<file path="src/rtl/multicycle_ctrl_if.sv">
// Control-unit bus: instruction fetch, memory handshake, ALU flag and
// the datapath strobes driven by the multicycle controller.
interface multicycle_ctrl_if;
    logic        instr_valid;
    logic [31:0] instr;
    logic        mem_ready;
    logic        zero;
    logic        ir_write;
    logic        alu_src;
    logic [3:0]  alu_op;
    logic        mem_read;
    logic        mem_write;
    logic        reg_write;
    logic        mem_to_reg;
    logic        pc_write;
    logic        pc_src;
    logic        illegal;
    logic [2:0]  state;

    modport master (
        input  instr_valid, instr, mem_ready, zero,
        output ir_write, alu_src, alu_op, mem_read, mem_write,
        output reg_write, mem_to_reg, pc_write, pc_src, illegal, state
    );

    modport slave (
        output instr_valid, instr, mem_ready, zero,
        input  ir_write, alu_src, alu_op, mem_read, mem_write,
        input  reg_write, mem_to_reg, pc_write, pc_src, illegal, state
    );
endinterface

</file>
<file path="src/rtl/multicycle_ctrl.sv">
// Multicycle RV32I-subset controller: IF/ID/EX/MEM/WB sequencing,
// IR ownership, ALU op decode and BEQ resolution.
module multicycle_ctrl (
    input  logic               clk,
    input  logic               rst,
    multicycle_ctrl_if.master  bus
);
    typedef enum logic [2:0] {
        S_IF  = 3'd0,
        S_ID  = 3'd1,
        S_EX  = 3'd2,
        S_MEM = 3'd3,
        S_WB  = 3'd4
    } state_t;

    localparam logic [3:0] OP_AND  = 4'b0000;
    localparam logic [3:0] OP_OR   = 4'b0001;
    localparam logic [3:0] OP_ADD  = 4'b0010;
    localparam logic [3:0] OP_SUB  = 4'b0110;
    localparam logic [3:0] OP_LESS = 4'b0100;
    localparam logic [3:0] OP_SLL  = 4'b1000;
    localparam logic [3:0] OP_SRL  = 4'b1001;
    localparam logic [3:0] OP_SRA  = 4'b1010;
    localparam logic [3:0] OP_XOR  = 4'b0101;

    state_t      state_q;
    state_t      state_d;
    logic [31:0] ir;
    logic        branch_taken;

    logic [6:0] opc;
    logic [2:0] f3;
    logic [6:0] f7;
    logic       is_r;
    logic       is_i;
    logic       is_ld;
    logic       is_st;
    logic       is_beq;
    logic [3:0] fn_op;
    logic       fn_ok;
    logic [3:0] dec_op;
    logic       dec_src;
    logic       supported;
    logic       unused_ir;

    assign opc = ir[6:0];
    assign f3  = ir[14:12];
    assign f7  = ir[31:25];
    assign unused_ir = ^{ir[24:15], ir[11:7]};

    assign is_r   = (opc == 7'b0110011);
    assign is_i   = (opc == 7'b0010011);
    assign is_ld  = (opc == 7'b0000011);
    assign is_st  = (opc == 7'b0100011);
    assign is_beq = (opc == 7'b1100011) && (f3 == 3'b000);

    // Shared funct3 table; only R-type add/sub looks at funct7 on 000
    always_comb begin
        fn_op = OP_ADD;
        fn_ok = 1'b1;
        case (f3)
            3'b000: begin
                if (is_i || f7 == 7'b0000000) begin
                    fn_op = OP_ADD;
                end else if (f7 == 7'b0100000) begin
                    fn_op = OP_SUB;
                end else begin
                    fn_ok = 1'b0;
                end
            end
            3'b001: fn_op = OP_SLL;
            3'b010: fn_op = OP_LESS;
            3'b100: fn_op = OP_XOR;
            3'b101: begin
                if (f7 == 7'b0000000) begin
                    fn_op = OP_SRL;
                end else if (f7 == 7'b0100000) begin
                    fn_op = OP_SRA;
                end else begin
                    fn_ok = 1'b0;
                end
            end
            3'b110: fn_op = OP_OR;
            3'b111: fn_op = OP_AND;
            default: fn_ok = 1'b0;
        endcase
    end

    always_comb begin
        dec_op    = OP_ADD;
        dec_src   = 1'b0;
        supported = 1'b0;
        unique case (1'b1)
            is_r: begin
                dec_op    = fn_op;
                supported = fn_ok;
            end
            is_i: begin
                dec_op    = fn_op;
                dec_src   = 1'b1;
                supported = fn_ok;
            end
            is_ld, is_st: begin
                dec_src   = 1'b1;
                supported = 1'b1;
            end
            is_beq: begin
                dec_op    = OP_SUB;
                supported = 1'b1;
            end
            default: ;
        endcase
    end

    always_ff @(posedge clk) begin
        if (rst) begin
            state_q      <= S_IF;
            ir           <= 32'd0;
            branch_taken <= 1'b0;
        end else begin
            state_q <= state_d;
            if (state_q == S_IF && bus.instr_valid) begin
                ir <= bus.instr;
            end
            if (state_q == S_EX) begin
                branch_taken <= is_beq & bus.zero;
            end
        end
    end

    // Reset gates every strobe in the same cycle, even mid-access
    always_comb begin
        state_d        = S_IF;
        bus.ir_write   = 1'b0;
        bus.alu_src    = 1'b0;
        bus.alu_op     = OP_ADD;
        bus.mem_read   = 1'b0;
        bus.mem_write  = 1'b0;
        bus.reg_write  = 1'b0;
        bus.mem_to_reg = 1'b0;
        bus.pc_write   = 1'b0;
        bus.pc_src     = 1'b0;
        bus.illegal    = 1'b0;
        case (state_q)
            S_IF: begin
                bus.ir_write = bus.instr_valid & ~rst;
                state_d      = bus.instr_valid ? S_ID : S_IF;
            end
            S_ID: state_d = S_EX;
            S_EX: begin
                if (!rst) begin
                    bus.alu_op  = dec_op;
                    bus.alu_src = dec_src;
                end
                state_d = S_MEM;
            end
            S_MEM: begin
                if (is_ld || is_st) begin
                    bus.mem_read  = is_ld & ~rst;
                    bus.mem_write = is_st & ~rst;
                    state_d       = bus.mem_ready ? S_WB : S_MEM;
                end else begin
                    state_d = S_WB;
                end
            end
            S_WB: begin
                if (!rst) begin
                    bus.pc_write   = 1'b1;
                    bus.pc_src     = branch_taken;
                    bus.reg_write  = supported & (is_r | is_i | is_ld);
                    bus.mem_to_reg = is_ld;
                    bus.illegal    = ~supported;
                end
                state_d = S_IF;
            end
            default: state_d = S_IF;
        endcase
    end

    assign bus.state = state_q;
endmodule

</file>
<file path="src/flat_wrapper.sv">
// flat-port wrapper written by rule: the top's interface ports become plain ports
module multicycle_ctrl_flat 
  (clk, rst, bus_instr_valid, bus_instr, bus_mem_ready, bus_zero, bus_ir_write, bus_alu_src, bus_alu_op, bus_mem_read, bus_mem_write, bus_reg_write, bus_mem_to_reg, bus_pc_write, bus_pc_src, bus_illegal, bus_state);
  multicycle_ctrl_if bus_i ();
  input  logic clk;
  input  logic rst;
  input wire logic [$bits(bus_i.instr_valid)-1:0] bus_instr_valid;
  input wire logic [$bits(bus_i.instr)-1:0] bus_instr;
  input wire logic [$bits(bus_i.mem_ready)-1:0] bus_mem_ready;
  input wire logic [$bits(bus_i.zero)-1:0] bus_zero;
  output wire logic [$bits(bus_i.ir_write)-1:0] bus_ir_write;
  output wire logic [$bits(bus_i.alu_src)-1:0] bus_alu_src;
  output wire logic [$bits(bus_i.alu_op)-1:0] bus_alu_op;
  output wire logic [$bits(bus_i.mem_read)-1:0] bus_mem_read;
  output wire logic [$bits(bus_i.mem_write)-1:0] bus_mem_write;
  output wire logic [$bits(bus_i.reg_write)-1:0] bus_reg_write;
  output wire logic [$bits(bus_i.mem_to_reg)-1:0] bus_mem_to_reg;
  output wire logic [$bits(bus_i.pc_write)-1:0] bus_pc_write;
  output wire logic [$bits(bus_i.pc_src)-1:0] bus_pc_src;
  output wire logic [$bits(bus_i.illegal)-1:0] bus_illegal;
  output wire logic [$bits(bus_i.state)-1:0] bus_state;
  assign bus_i.instr_valid = bus_instr_valid;
  assign bus_i.instr = bus_instr;
  assign bus_i.mem_ready = bus_mem_ready;
  assign bus_i.zero = bus_zero;
  assign bus_ir_write = bus_i.ir_write;
  assign bus_alu_src = bus_i.alu_src;
  assign bus_alu_op = bus_i.alu_op;
  assign bus_mem_read = bus_i.mem_read;
  assign bus_mem_write = bus_i.mem_write;
  assign bus_reg_write = bus_i.reg_write;
  assign bus_mem_to_reg = bus_i.mem_to_reg;
  assign bus_pc_write = bus_i.pc_write;
  assign bus_pc_src = bus_i.pc_src;
  assign bus_illegal = bus_i.illegal;
  assign bus_state = bus_i.state;
  multicycle_ctrl u_core (.clk(clk), .rst(rst), .bus(bus_i));
endmodule
</file>
<file path="config.mk">
export PLATFORM = sky130hd
export DESIGN_NAME = multicycle_ctrl_flat
export DESIGN_NICKNAME = d
export VERILOG_FILES = /design/src/rtl/multicycle_ctrl_if.sv /design/src/rtl/multicycle_ctrl.sv /design/src/flat_wrapper.sv
export SDC_FILE = /design/constraint.sdc
export NUM_CORES = 1
export LEC_CHECK = 0
export BUFFER_PORTS_ARGS = -buffer_cell sky130_fd_sc_hd__buf_2
export CAP_MARGIN = 40
export CORE_ASPECT_RATIO = 1.4
export CORE_MARGIN = 1.5
export CORE_UTILIZATION = 45
export CTS_BUF_LIST = sky130_fd_sc_hd__clkbuf_8 sky130_fd_sc_hd__clkbuf_16
export DETAILED_ROUTE_END_ITERATION = 12
export GPL_TIMING_DRIVEN = 1
export PLACE_DENSITY = 0.82
export SETUP_SLACK_MARGIN = 0.4
export SYNTH_ARGS = -nofsm -noshare
export SYNTH_HDL_FRONTEND = slang
export SYNTH_SLANG_ARGS = --single-unit
</file>
<file path="constraint.sdc">
create_clock -name clk -period 1.9 [get_ports clk]
set_input_delay 0.38 -clock clk [delete_from_list [all_inputs] [get_ports clk]]
set_output_delay 0.38 -clock clk [all_outputs]
set_load 0.05 [all_outputs]
</file>
==> impl_metrics.yaml, run 1 <==
outcome:
  outcome: "finished with violations"
  violations: "setup timing"
worst_setup_path:
  critPathArrivalTime_ns: 1.72
  cp_data_required_time_ns: 1.52
  startpoint_type: "flip-flop"
  path_cells: "or3b_4, nor2_4, and3_4, and4b_4, buf_8"
  reg2reg_depth: 6
  crit_buf_inv: 1
  slowest_stage: "or3b_4"
  cp.depth: 5
  cpLargestDelayFamily: "simple AND/OR/NAND/NOR gates"
  critPathKind: "flip-flop to output port"
  slowest_delay_ns: 0.41
  crit_fanout: 4
  worstSetupEndpointType: "output port"
sta:
  tightestPinTransition_ns: 0.5300
  relSlewSlack_pct: 64.34
  setup_viol: 12
  drv_slew: 0
  max_freq_mhz: 477.1
  setup_ws_ns: -0.1962
  rsz0062_at_grt: "true"
  hold_viol_final: 0
  holdWs_ns: 0.3434
  period_needed_ns: 2.096
  min_period_over_period_pct: 110.3
  fin_worst_skew_ns: 0.008524
power_and_ir_drop:
  p_int_mw: 0.7419
  vdd_drop_max_mv: 0.4877
  clkPwrFrac_pct: 26.9
  p_leak_nw: 0.7105
  combPwrFrac_pct: 27.3
  sequentialPowerShare_pct: 45.8
  power_density_mw_per_mm2: 606.8
  p_switching_mw: 0.3506
  switching_share_pct: 32.09
global_route:
  grt_pass1_vias: 1155
  overflow: 0
  grt_max_degree: 18
  grtUsageTotal_pct: 24.31
  grt_pass1_wl_microns: 4899
  antenna_found_initial: 0
synthesis:
  synthXorXnorAreaFrac_pct: 0
  synthArstFlopShare_pct: 0
  netlist_instances: 143
  synth_top_family_by_area: "simple AND/OR/NAND/NOR gates"
  synth-simple-area-share_pct: 36.92
  postSynthAreaPerCell_sq_um: 7.726
  synth_flop_cell: "dfxtp_1"
  ys_seq_area_share_pct: 38.05
  netlist_area_sq_mm: 0.001105
  syn-num-nets: 180
  post_synth_fa_ha_maj_area_fraction_pct: 0
  synth_edf_count: 0
  ys_warn_count: 0
  synth_compound_area_share_pct: 15.74
  ys_ff_latch: 21
  yosys.cell_types.count: 40
  synthMuxAreaShare_pct: 0
route:
  antenna_left: 0
  finalWirelength_microns: 3474
  routed-via-count: 1246
  drtIter0Drc: 30
  via_per_inst: 5.716
  drc: 0
  drt_pass1_iterations: 4
  post_drt_wl_per_cell_microns: 15.94
layout:
  drive_gt1_share_pct: 52.31
  finalNetCount: 233
  design_area_sq_mm: 0.001800
  areaGrowthSynthToFinish_pct: 62.97
  stdcell_count: 218
  antenna_cells: 0
clock_network:
  root_buffer: "clkbuf_8"
  insertion_delay_ns: 0.26
  cts_tree: "built"
  cts_buffers: 3
  h-tree-depth: 1
  clk_pin_slew_ns: 0.08
  cts.sinks: 21
  cts_hold_buf: 0
  cts.path.max_buffers: 2
placement:
  place_area_sq_mm: 0.001476
  dp_cells: 209
  place_congestion: 0.7618
  portBuffers: 37
  dp_hpwl_microns: 2049
flow_run:
  drv_cap: 0
min_path:
  min_path_cells: 3
  min_path_type: "primary input to flip-flop"
floorplanning:
  die_height_microns: 61.63
  ios: 53
  dieArea_sq_mm: 0.002765
  start_util_pct: 46.72
  num_rows: 21
  core_sq_mm: 0.002365
  fp.dieW_microns: 44.88
## power groups by stage
stage	Combinational, mW	Sequential, mW	Clock (mW)
floorplan	0.159	0.513	0
global placement	0.232	0.499	0
detailed placement	0.238	0.501	0
CTS	0.268	0.495	0.302
global route	0.323	0.504	0.321
finish	0.298	0.501	0.293
## cell families (layout without fill, tap and decap cells)
family,after synthesis,in the layout
and+or+nand+nor,78,78
AOI/OAI and AO/OA,30,30
buffers and inverters,14,66
DFF,21,21
## Yosys cell counts (2+ instances only)
| cell type | number | share of area (%) |
|---|---|---|
| a21oi_1 | 20 | 9.1 |
| inv_1 | 3 | 1.0 |
| clkbuf_1 | 2 | 0.68 |
| clkbuf_8 | 2 | 2.5 |
| buf_6 | 3 | 3.1 |
| nor4_1 | 6 | 3.4 |
| dfxtp_1 | 21 | 38 |
| nor2_1 | 10 | 3.4 |
| o21ai_0 | 2 | 0.91 |
| nand2_1 | 40 | 14 |
| or3_2 | 2 | 1.4 |
| nand3b_1 | 3 | 2.0 |
| buf_2 | 2 | 0.91 |
## final cells by class
| cell class | count | area, sq um |
|---|---|---|
| clock inverter | 1 | 7.507 |
| multi-input combinational | 108 | 810.8 |
| fill | 163 | 564.3 |
| inverter | 3 | 15.01 |
| timing repair buffer | 59 | 461.7 |
| sequential | 21 | 435.4 |
| clock buffer | 3 | 41.29 |
| tap | 23 | 28.78 |
## worst reg2reg max path: stages (launching register included)
cell and delay (ns):
dfxtp_4 0.35, buf_4 0.16, nand2b_4 0.15, or3_4 0.37, buf_6 0.17, nand2_1 0.08, a21oi_1 0.07
## registers in the layout, indices dropped and copies added (netlist names)
register	cells
u_core.bus.state	3
u_core.branch_taken	1
u_core.ir	17
## repair_timing
item,4_1_cts,5_1_grt
setup buffers,3,2
endpoints found under the setup margin,30,30
pin swaps,6,7
hold endpoints to repair,0,0
gates resized for setup,47,12
## path summary, 6_finish.rpt
path                       start  slack [ns]            end
min                bus_instr[28]        0.34  u_core.ir[28]
max          u_core.bus.state[0]       -0.20  bus_alu_op[3]
min reg2reg        u_core.ir[27]        0.47  u_core.ir[27]
max reg2reg  u_core.bus.state[0]        0.44   u_core.ir[5]
## per-stage QoR
stage	worst slack (ns)	total power [mW]	setup TNS [ns]	util [%]
6_report	-0.1962	1.093	-1.262	76.14
5_1_grt	-0.2468	1.147	-2.001	76.14
4_1_cts	-0.2075	1.066	-1.406	72.80
3_5_place_dp	-0.01389	0.7395	-0.02381	62.43
3_3_place_gp	0.003491	0.7309	0	62.43
2_1_floorplan	-0.08465	0.6716	-0.3679	-
## cells in the final DEF, fill, tap and decap left out, types with 2 or more instances in the layout
cell type | synthesis | layout
nand2_1 | 40 | 38
buf_2 | 2 | 24
buf_4 | 1 | 20
a21oi_1 | 20 | 19
dfxtp_1 | 21 | 15
buf_6 | 3 | 9
nor2_1 | 10 | 7
buf_8 | 0 | 6
nor2_4 | 0 | 3
nand3b_1 | 3 | 3
nor4_4 | 0 | 3
clkbuf_8 | 2 | 3
dfxtp_4 | 0 | 3
dfxtp_2 | 0 | 3
and3_4 | 1 | 2
clkinvlp_4 | 0 | 2
inv_1 | 3 | 2
or3_4 | 0 | 2
nor4_1 | 6 | 2
## per-layer routing
metal	global-route usage, %	share of wire, %	vias to the layer above
met5	0	0	-
met4	10.92	2.4	0
met3	4.692	3.4	12
met2	47.00	58	44
met1	24.55	36	596
li1	-	-	594
Note: power is estimated with default switching activity, not from simulation.
==> inputs of run 2 (changes only) <==
--- a/config.mk
+++ b/config.mk
@@ -14,6 +14,7 @@
 export DETAILED_ROUTE_END_ITERATION = 12
 export GPL_TIMING_DRIVEN = 1
 export PLACE_DENSITY = 0.82
+export RECOVER_POWER = 50
 export SETUP_SLACK_MARGIN = 0.4
 export SYNTH_ARGS = -nofsm -noshare
 export SYNTH_HDL_FRONTEND = slang
==> run 2 against run 1 <==
Compared with the run above: the run still ends with setup timing left; wire length shrank 0.26%; sequential share of layout area grew 0.22 points; sequential cell count is the same; core utilization shrank 0.69 points; final area shrank 0.90%; highest routed layer unchanged; clock-buffer cell count is the same; fmax is essentially flat; worst hold slack is essentially flat.
==> impl_metrics.yaml, run 2 (synthesis gave the netlist of run 1 again) <==
route:
  post_drt_wl_per_cell_microns: 15.89
  antenna_left: 0
  routed-via-count: 1244
  drt_pass1_iterations: 4
  drc: 0
  finalWirelength_microns: 3465
  drtIter0Drc: 32
  via_per_inst: 5.706
global_route:
  grt.busiest_layer: "met2"
  grt_max_degree: 18
  grt_pass1_vias: 1155
  overflow: 0
  use_met2_pct: 47.00
  met1_usage_pct: 24.55
  grt_pass1_wl_microns: 4899
  use_met3_pct: 4.692
  antenna_found_initial: 0
  grtUsageTotal_pct: 24.31
worst_setup_path:
  startpoint_type: "flip-flop"
  slowest_stage: "or3b_4"
  r2r_slack_ns: 0.38
  regToRegEndpoint: "u_core.bus.state[0]"
  slowest_delay_ns: 0.41
  worstSetupEndpointType: "output port"
  reg2reg_depth: 4
  critPathKind: "flip-flop to output port"
  path_cells: "or3b_4, nor2_4, and3_4, and4b_4, buf_8"
  crit_fanout: 4
  cp_data_required_time_ns: 1.52
  critPathArrivalTime_ns: 1.72
  startpoint: "u_core.bus.state[0]"
  r2r_start: "u_core.ir[3]"
  endpoint: "bus_alu_op[3]"
placement:
  dp_hpwl_microns: 2049
  place_area_sq_mm: 0.001476
  portBuffers: 37
  place_congestion: 0.7618
  post-place-ws_ns: -0.01389
clock_network:
  root_buffer: "clkbuf_8"
  cts_hold_buf: 0
  h-tree-depth: 1
  cts.sinks: 21
  cts_tree: "built"
  cts_buffers: 3
  cts.path.max_buffers: 2
  clk_pin_slew_ns: 0.08
  insertion_delay_ns: 0.26
floorplanning:
  num_rows: 21
  die_height_microns: 61.63
  ios: 53
  dieArea_sq_mm: 0.002765
  fp.dieW_microns: 44.88
  start_util_pct: 46.72
  core_sq_mm: 0.002365
flow_run:
  drv_cap: 0
layout:
  fill_cells: 166
  finalNetCount: 233
  multi_input_area_sq_um: 794.5
  largest_register: "u_core.ir"
  final_cell_mix: "38 x nand2_1, 24 x buf_2, 20 x buf_4"
  areaGrowthSynthToFinish_pct: 61.49
  drive_gt1_share_pct: 51.79
  seq_area_sq_um: 435.4
  mostFrequentLayoutCell: "nand2_1"
  antenna_cells: 0
  design_area_sq_mm: 0.001784
  finalCoreUtilization_pct: 75.45
  largest_register_ffs: 17
sta:
  setup_ws_ns: -0.1961
  rsz0062_at_grt: "true"
  relSlewSlack_pct: 64.34
  tightestPinTransition_ns: 0.5300
  hold_viol_final: 0
  drv_slew: 0
  min_period_over_period_pct: 110.3
  max_freq_mhz: 477.1
  setup_viol: 12
  fin_worst_skew_ns: 0.008627
  period_needed_ns: 2.096
outcome:
  outcome: "finished with violations"
  violations: "setup timing"
min_path:
  min_path_cells: 3
  min_path_type: "primary input to flip-flop"
power_and_ir_drop:
  power_density_mw_per_mm2: 610.1
  p_leak_nw: 0.7096
  vdd_drop_max_mv: 0.4879
  total_power_mw: 1.089
-- run 2: cell types whose count changed in the layout (fill, tap and decap cells not counted) --
cell,change
nand4bb_1,+1
nand4bb_4,-1
-- run 2: worst max-delay path: cells and delay by family, from the launching register on --
| kind | cells | cell delay [ns] |
|---|---|---|
| flip-flops | 1 | 0.35 |
| buffers and inverters | 1 | 0.14 |
| AND/OR/NAND/NOR | 4 | 0.97 |
-- run 2: power breakdown --
| part | switching [mW] | internal, mW |
|---|---|---|
| sequential | 0.0279 | 0.471 |
| combinational | 0.175 | 0.121 |
| clock | 0.146 | 0.148 |
-- run 2: stage by stage --
stage	instances	TNS [ns]	hold slack, ns
after floorplan	143	-0.3679	0.4318
after global placement	209	0	0.4398
after detailed placement	209	-0.02381	0.4471
after CTS	216	-1.406	0.3442
after global routing	218	-2.211	0.3525
final	218	-1.477	0.3434
-- run 2: cell type report --
type	instances	share of cell area, %
inverters	3	0.8415
clock inverters	1	0.4208
clock buffers	3	2.314
repair buffers	59	25.88
multi-input cells	108	44.53
well taps	23	1.613
flip-flops and latches	21	24.40
-- run 2: what timing repair did --
action                                  4_1_cts  5_1_grt
resized for setup                            47       12
endpoints found under the setup margin       30       30
pin swaps                                     6        7
buffers inserted                              3        2
-- run 2: worst min-delay path by stage --
stage | slack [ns] | to | from
final | 0.34 | u_core.ir[28] | bus_instr[28]
after detailed placement | 0.45 | u_core.ir[27] | u_core.ir[27]
after CTS | 0.34 | u_core.ir[28] | bus_instr[28]
after global routing | 0.35 | u_core.ir[25] | bus_instr[25]
after global placement | 0.44 | u_core.ir[2] | u_core.ir[2]
after floorplan | 0.43 | u_core.ir[3] | u_core.ir[3]
-- run 2: routing by layer --
metal,vias up,wire length (microns)
met2,44,2030
met5,-,0
met3,12,117
met4,0,84
li1,594,-
met1,594,1233
